$ cat config.mk
export PLATFORM = sky130hd
export DESIGN_NAME = clock_period_meter
export DESIGN_NICKNAME = d
export VERILOG_FILES = /design/src/rtl/clock_period_meter.sv
export SDC_FILE = /design/constraint.sdc
export NUM_CORES = 1
export LEC_CHECK = 0
export ABC_AREA = 1
export CAP_MARGIN = 20
export CORE_MARGIN = 1.5
export CORE_UTILIZATION = 50
export DETAILED_ROUTE_END_ITERATION = 8
export PLACE_DENSITY = 0.8
export SLEW_MARGIN = 20
export SYNTH_ARGS = -nofsm -noshare
export SYNTH_HDL_FRONTEND = slang
export SYNTH_SLANG_ARGS = --single-unit
$ cat constraint.sdc
create_clock -name clk -period 4.95 [get_ports clk]
set_input_delay 1.485 -clock clk [delete_from_list [all_inputs] [get_ports clk]]
set_output_delay 1.485 -clock clk [all_outputs]
set_load 0.03 [all_outputs]
$ cat src/rtl/clock_period_meter.sv
// Clock/pulse period meter: measures the period and high time of sig_in in clk cycles,
// with a one-cycle valid strobe, a measured level, a sticky timeout and a wrapping measurement count.
module clock_period_meter #(
  parameter int             N       = 30,
  parameter logic [N-1:0]   TIMEOUT = N'(500000000)
) (
  input  logic         clk,
  input  logic         reset,
  input  logic         sig_in,
  input  logic         enable,
  output logic [N-1:0] period,
  output logic [N-1:0] high_time,
  output logic         valid,
  output logic         measured,
  output logic         timeout,
  output logic [7:0]   meas_count
);

  typedef enum logic [1:0] {
    IDLE    = 2'd0,
    ARMED   = 2'd1,
    MEASURE = 2'd2
  } state_t;

  state_t       state_q, state_d;
  logic [N-1:0] cnt, cnt_d;
  logic [N-1:0] high_cap;
  logic         s1, s2, s3;
  logic         rise, fall;
  logic         do_meas, do_to, do_cap;

  // Input synchroniser plus delay flop for edge detection
  always_ff @(posedge clk or posedge reset) begin
    if (reset) begin
      s1 <= 1'b0;
      s2 <= 1'b0;
      s3 <= 1'b0;
    end else begin
      s1 <= sig_in;
      s2 <= s1;
      s3 <= s2;
    end
  end

  assign rise = s2 & ~s3;
  assign fall = ~s2 & s3;

  always_comb begin
    state_d = state_q;
    cnt_d   = cnt;
    do_meas = 1'b0;
    do_to   = 1'b0;
    do_cap  = 1'b0;
    if (!enable) begin
      state_d = IDLE;
      cnt_d   = '0;
    end else begin
      case (state_q)
        IDLE: begin
          state_d = ARMED;
          cnt_d   = '0;
        end
        ARMED: begin
          if (rise) begin
            state_d = MEASURE;
            cnt_d   = N'(1);
          end
        end
        MEASURE: begin
          do_cap = fall;
          // A rise wins over the timeout check in the same cycle
          if (rise) begin
            do_meas = 1'b1;
            cnt_d   = N'(1);
          end else if (cnt == TIMEOUT) begin
            do_to   = 1'b1;
            state_d = ARMED;
            cnt_d   = '0;
          end else begin
            cnt_d = cnt + N'(1);
          end
        end
        default: begin
          state_d = IDLE;
          cnt_d   = '0;
        end
      endcase
    end
  end

  // Counter, capture registers and result outputs
  always_ff @(posedge clk or posedge reset) begin
    if (reset) begin
      state_q    <= IDLE;
      cnt        <= '0;
      high_cap   <= '0;
      period     <= '0;
      high_time  <= '0;
      valid      <= 1'b0;
      measured   <= 1'b0;
      timeout    <= 1'b0;
      meas_count <= 8'd0;
    end else begin
      state_q <= state_d;
      cnt     <= cnt_d;
      valid   <= do_meas;
      if (do_cap) high_cap <= cnt;
      if (do_meas) begin
        period     <= cnt;
        high_time  <= high_cap;
        measured   <= 1'b1;
        timeout    <= 1'b0;
        meas_count <= meas_count + 8'd1;
      end
      if (do_to) begin
        timeout  <= 1'b1;
        measured <= 1'b0;
      end
    end
  end

endmodule

==> results of run 1 <==
[area by class of cell]
type	instances	area, sq um
Inverter	71	270
Timing Repair Buffer	77	776
Tap cell	143	179
Fill cell	908	4160
Multi-Input combinational cell	475	2220
Sequential cell	136	3400
Clock inverter	9	103
Clock buffer	21	450
[metrics by stage]
step | setup WS, ns | cell area, sq um
6_report | 1.69 | 7400
5_1_grt | 1.51 | 7400
4_1_cts | 1.74 | 7400
3_5_place_dp | 1.32 | 6850
3_3_place_gp | 1.39 | 6850
2_1_floorplan | 1.77 | 6000
[worst reg2reg max path: stages, from the launching register on]
cell and delay, ns:
dfrtp_1 0.40, inv_1 0.07, ha_1 0.16, nand2_1 0.08, nor2_2 0.51, inv_2 0.30
nand2_2 0.36, inv_2 0.18, nor3_1 0.16
[worst max-delay path by stage]
stage / from / end / slack (ns) / cells after the start
global placement: enable / cnt[14]$_DFFE_PP0P_ / 1.39 / 7
detailed placement: enable / cnt[14]$_DFFE_PP0P_ / 1.32 / 7
finish: enable / cnt[14]$_DFFE_PP0P_ / 1.69 / 7
global route: enable / cnt[14]$_DFFE_PP0P_ / 1.51 / 7
floorplan: reset / cnt[0]$_DFFE_PP0P_ / 1.77 / 1
CTS: enable / cnt[14]$_DFFE_PP0P_ / 1.74 / 7
[power by group]
part	total, W	internal [W]	switching, W
clock	0.00120	0.000745	0.000455
combinational	0.000101	0.0000302	0.0000713
sequential	0.00113	0.00112	0.00000972
[layer usage]
metal  GRT usage, %  vias to the layer above
li1               -                     2351
met4           7.93                        0
met1           32.5                     2408
met5              0                        -
met3           5.62                       33
met2           36.2                      234
[cells in the final DEF (no fill, tap or decap), types with 2 or more instances in the layout]
cell / instances
xor2_1: 13
ha_1: 5
nand4_1: 7
clkinv_4: 2
buf_4: 2
inv_1: 62
nor3_2: 5
o21ai_1: 2
nand3_1: 28
nor3_1: 11
inv_2: 8
clkbuf_1: 3
bufinv_16: 2
nor2_4: 3
a21oi_1: 5
xnor2_1: 3
nand2_2: 6
o21ai_2: 2
nand3_2: 2
clkinv_2: 5
o21ai_0: 68
nand2_1: 244
nor2_1: 62
clkbuf_16: 17
dfrtp_1: 136
clkdlybuf4s50_1: 74
[flip-flops by register name, summed over array words and instances, names as in the netlist]
signal,count
high_cap,30
s2,1
valid,1
meas_count,8
measured,1
s3,1
period,30
state_q,2
s1,1
high_time,30
timeout,1
cnt,30
[cell families after synthesis]
kind of cell | share of synthesized area [%]
DFF | 56.7
and+or+nand+nor | 26.5
buffers and inverters | 6.32
xor gates and xnor gates | 2.34
adders and majority gates | 1.04
AOI/OAI and AO/OA | 7.11
==> key figures, run 1 <==
Outcome
  – Outcome: finished with violations
  – Failing checks: design-rule violations

Finish
  – Final core utilization: 64.0%
  – Area grow syn2layout: 23.4%
  – Layout Cells excl Fill: a little over 900
  – Share of cells above drive strength 1: 7.86%
  – # diodes: 0
  – Nets@finish: 787

Logic synthesis
  – Most frequent cell after synthesis: nand2_1
  – Main synth FF type: dfrtp_1
  – Cell taking the most area after synthesis: dfrtp_1
  – Synth warnings: 0
  – Post-synth EDFFs: 0
  – Asr flop ratio synth: 100%
  – Post-Synthesis Cells: 705
  – Synthesized area: ~6000 sq um
  – Synth area leaders: dfrtp_1, nand2_1, o21ai_0
  – Synth cell types: 31
  – Syn_area_per_cell: 8.51 sq um
  – Synth top area share: 56.7%
  – Commonest cells in the netlist: nand2_1, dfrtp_1, o21ai_0
  – Synth Register Bits: 136
  – Sequential fraction of the synthesis area: 56.7%
  – Net Count, Synth: 714

Setup path
  – Startpoint Class: input port
  – CP cell instances: clkdlybuf4s50_1, nand2_1, nor2_2, inv_2, nand2_2, inv_2, nor3_1
  – Reg-to-reg critical path endpoint: cnt[14]$_DFFE_PP0P_
  – Crit path DAT: approximately 3.6 ns
  – Max stage delay on crit path: approximately 0.51 ns
  – CP Class: input port to flip-flop
  – Worst r2r src: state_q[1]$_DFFE_PP0P_
  – Worst Path Required: 5.28 ns
  – Type of destination of the critical path: flip-flop
  – Most common cell on crit path: inv_2
  – Buffers & Inverters on Critical Path: 3
  – Reg2reg path depth: 8
  – R2r setup slk: 2.67 ns
  – Max FO, Critical Path: 17
  – Slowest library cell on the worst path: clkdlybuf4s50_1
  – Delay-heaviest family, CP: simple AND/OR/NAND/NOR gates

Route
  – DR iter-0 viols: 517
  – Met2 wire len: 6730 um
  – WL/cell: 15.2 um
  – Final antenna-violating net count: 0
  – Total vias in the final route: 5026
  – Total Wirelength: 14100 um
  – Max layer used: met4
  – Drt drc: 9
  – Met3 Wirelength: 1110 um
  – Pre-Repair DR Iteration Count: 7
  – Wl on met1: ~6000 um
  – Routed vias/inst: 5.39

Die
  – Die area: 12700 sq um
  – Die height: between 100 and 150 um
  – Die Span X: 113 um
  – Initial core utilization: 51.9%
  – # IOs: 75
  – Core region area: 11600 sq um
  – Cell Rows: 39

Global route
  – First-pass GRT wire length: about 23000 um
  – Grt ovf: 0
  – GRT Total Usage: 23.3%
  – Vias in the first global route: 4653
  – Pin count of the biggest net entering global routing: 137
  – Initial antenna violation count: 0

Min path
  – Hold path depth: 0
  – WHS Endpoint: s2$_DFF_PP0_
  – Hold Startpoint: s1$_DFF_PP0_
  – Hold WC Path Type: flip-flop to flip-flop

Place
  – Post-Place Cells: between 900 and 1000
  – HPWL after DPL: 9430 um
  – Routability cong.: around 0.9
  – Input/output buffers: 74

Clock tree
  – Postcts setup bufs: 0
  – PostCTS Resize Cnt: 0
  – Cts hold-fix bufs: 0
  – Clock transition at path regs: ~0.06 ns
  – CTS H-tree depth: 4
  – CTS Sinks: 136
  – Clock tree buffer depth: 2
  – Worst skew pair latency: 0.42 ns
  – CTS Root Buffer Type: clkbuf_16
  – Num CTS Buffers: 17
  – CTS tree: yes

STA
  – Final Hold Fails: 0
  – Worst slew pin tran: 0.805 ns
  – Worst rel slew slack: between 40% and 50%
  – Setup TNS: 0 ns
  – Fmax: between 0.3 and 0.4 GHz
  – Fin Clk Skew: 0.00674 ns
  – Worst hold margin: 0.355 ns
  – Max-slew violations: 0
  – RSZ-0062 raised after global routing: false
  – # setup viols final: 0
  – Tcrit/Tclk final: between 60% and 70%
  – Tmin final: roughly 3.3 ns

Job
  – Max-Cap Viols: 0

Power
  – Static leakage: 3.51 nW
  – Max VDD drop: 0.260 mV
  – Pwr Total: ~0.0024 W
  – PwrDens: 329 nW/um^2
No activity file was read; power rests on OpenSTA's default activity.
==> run 2: changes to the inputs <==
- clock period: 4.95 -> 2.7 ns (I/O delays scaled with it)
==> run 2 against run 1 <==
Against the previous run:
- the run still ends with design-rule violations left
- sequential share of layout area shrank 1.2 points
- sequential cell count is the same
- utilization grew 1.7 points
- non-clock buffer count grew 9
- clock skew up 0.0019 ns
- routed wire length grew 3.3%
- die area unchanged
- critical path depth down 6
- cell count grew 1.2%
- global-route usage increased by 1.0 points
- setup slack lost 1.3 ns
- design area is 2.7% higher
- critical endpoint is now meas_count[3]
- largest cell class unchanged
- highest routed layer unchanged
==> key figures, run 2 (synthesis results as in run 1) <==
Finish
  – # diodes: 0
  – Most frequent cells in the layout: nand2_1, dfrtp_1, clkdlybuf4s50_1
  – Area grow syn2layout: 26.7%
  – Nets@finish: 796
  – Share of cells above drive strength 1: 9.38%
  – Most common cell after layout, fill and taps aside: nand2_1
  – Final core utilization: 65.7%

Place
  – Input/output buffers: 74
  – Routability cong.: 0.987
  – DP Worst Slack: about 0.12 ns
  – HPWL after DPL: 10200 um

Route
  – Routed vias/inst: 5.36
  – Pre-Repair DR Iteration Count: 8
  – DR iter-0 viols: 571
  – Drt drc: 9
  – WL/cell: approximately 16 um
  – Final antenna-violating net count: 0
  – Total vias in the final route: 5051
  – Total Wirelength: 14600 um

STA
  – Tmin final: 2.35 ns
  – Fmax: 0.425 GHz
  – # setup viols final: 0
  – Setup TNS: 0 ns
  – Worst rel slew slack: approximately 73%
  – Max-slew violations: 0
  – Worst slew pin tran: 0.410 ns
  – Final WS setup: 0.347 ns
  – Worst hold margin: 0.360 ns
  – Tcrit/Tclk final: 87.2%
  – Final Hold Fails: 0
  – RSZ-0062 raised after global routing: false
  – Fin Clk Skew: 0.00863 ns

Power
  – Pwr Total: just under 0.005 W
  – Max VDD drop: 0.427 mV
  – PwrDens: between 600 and 700 nW/um^2
  – Static leakage: 3.60 nW

Clock tree
  – Clock transition at path regs: 0.06 ns
  – CTS H-tree depth: 4
  – CTS Root Buffer Type: clkbuf_16
  – Cts hold-fix bufs: 0
  – PostCTS Resize Cnt: 0
  – CTS Sinks: 136
  – Worst skew pair latency: 0.42 ns
  – Num CTS Buffers: 17
  – Postcts setup bufs: 0
  – Clock tree buffer depth: 2
  – CTS tree: yes

Setup path
  – Slowest library cell on the worst path: clkdlybuf4s50_1
  – Startpoint Class: flip-flop
  – R2r setup slk: between 0.7 and 0.8 ns
  – Worst r2r src: state_q[0]$_DFFE_PP0P_
  – Type of destination of the critical path: output pin
  – Buffers & Inverters on Critical Path: 1
  – CP cell instances: clkdlybuf4s50_1
  – Delay-heaviest family, CP: buffers and inverters
  – CP endpoint: meas_count[3]
  – CP Class: flip-flop to output pin
  – Crit. Startpoint: meas_count[3]$_DFFE_PP0P_
  – Worst Path Required: 1.89 ns
  – Critical Path Stages: 1
  – Crit path DAT: 1.54 ns
  – Reg2reg path depth: 8
  – Max stage delay on crit path: approximately 0.70 ns
  – Max FO, Critical Path: 4
  – Reg-to-reg critical path endpoint: cnt[14]$_DFFE_PP0P_

Die
  – Die Span X: about 110 um
  – Die area: 12700 sq um
  – Cell Rows: 39
  – Core region area: 11600 sq um
  – Die height: 113 um
  – # IOs: between 70 and 80
  – Initial core utilization: 51.9%

Global route
  – First-pass GRT wire length: 24200 um
  – Pin count of the biggest net entering global routing: 52
  – Vias in the first global route: 4859
  – Initial antenna violation count: 0
  – Grt ovf: 0
  – GRT Total Usage: 24.4%

Job
  – Max-Cap Viols: 0

Min path
  – Hold WC Path Type: flip-flop to flip-flop

Outcome
  – Failing checks: design-rule violations
  – Outcome: finished with violations
run 2: cell count changes in the layout (fill, tap and decap cells not counted), sizes merged:
cell,change
buf,+9
clkinv,-5
bufinv,+2
clkbuf,+2
clkinvlp,+2
inv,+1
run 2: power by group:
part	internal [W]	switching, W
registers	0.00206	0.0000183
logic	0.0000667	0.000138
clock network	0.00168	0.000859
total	0.00380	0.00102
run 2: worst min path at each step:
stage / slack, ns / to / cells past startpoint / startpoint
4_1_cts: 0.36 / s2$_DFF_PP0_ / 0 / s1$_DFF_PP0_
6_report: 0.36 / s2$_DFF_PP0_ / 0 / s1$_DFF_PP0_
5_1_grt: 0.37 / s2$_DFF_PP0_ / 0 / s1$_DFF_PP0_
2_1_floorplan: 0.33 / s2$_DFF_PP0_ / 0 / s1$_DFF_PP0_
3_3_place_gp: 0.33 / s2$_DFF_PP0_ / 0 / s1$_DFF_PP0_
3_5_place_dp: 0.34 / s2$_DFF_PP0_ / 0 / s1$_DFF_PP0_
run 2: metal layers:
metal | global-route usage, % | part of all wire (%) | vias up
li1 | - | - | 2377
met4 | 8.86 | 1.9 | 0
met5 | 0 | 0 | -
met3 | 5.24 | 6.3 | 25
met2 | 38.4 | 47 | 217
met1 | 33.6 | 44 | 2432
run 2: area by class of cell:
| type | count | area, sq um |
|---|---|---|
| inverters | 71 | 270 |
| flip-flops and latches | 136 | 3400 |
| multi-input cells | 475 | 2220 |
| clock inverters | 9 | 161 |
| fillers | 870 | 3970 |
| well taps | 143 | 179 |
| repair buffers | 86 | 868 |
| clock buffers | 23 | 498 |
run 2: per-stage QoR:
stage	std cells	cell area, sq um
6_report	943	7600
5_1_grt	943	7600
4_1_cts	943	7600
3_5_place_dp	911	6940
3_3_place_gp	911	6940
2_1_floorplan	705	6000
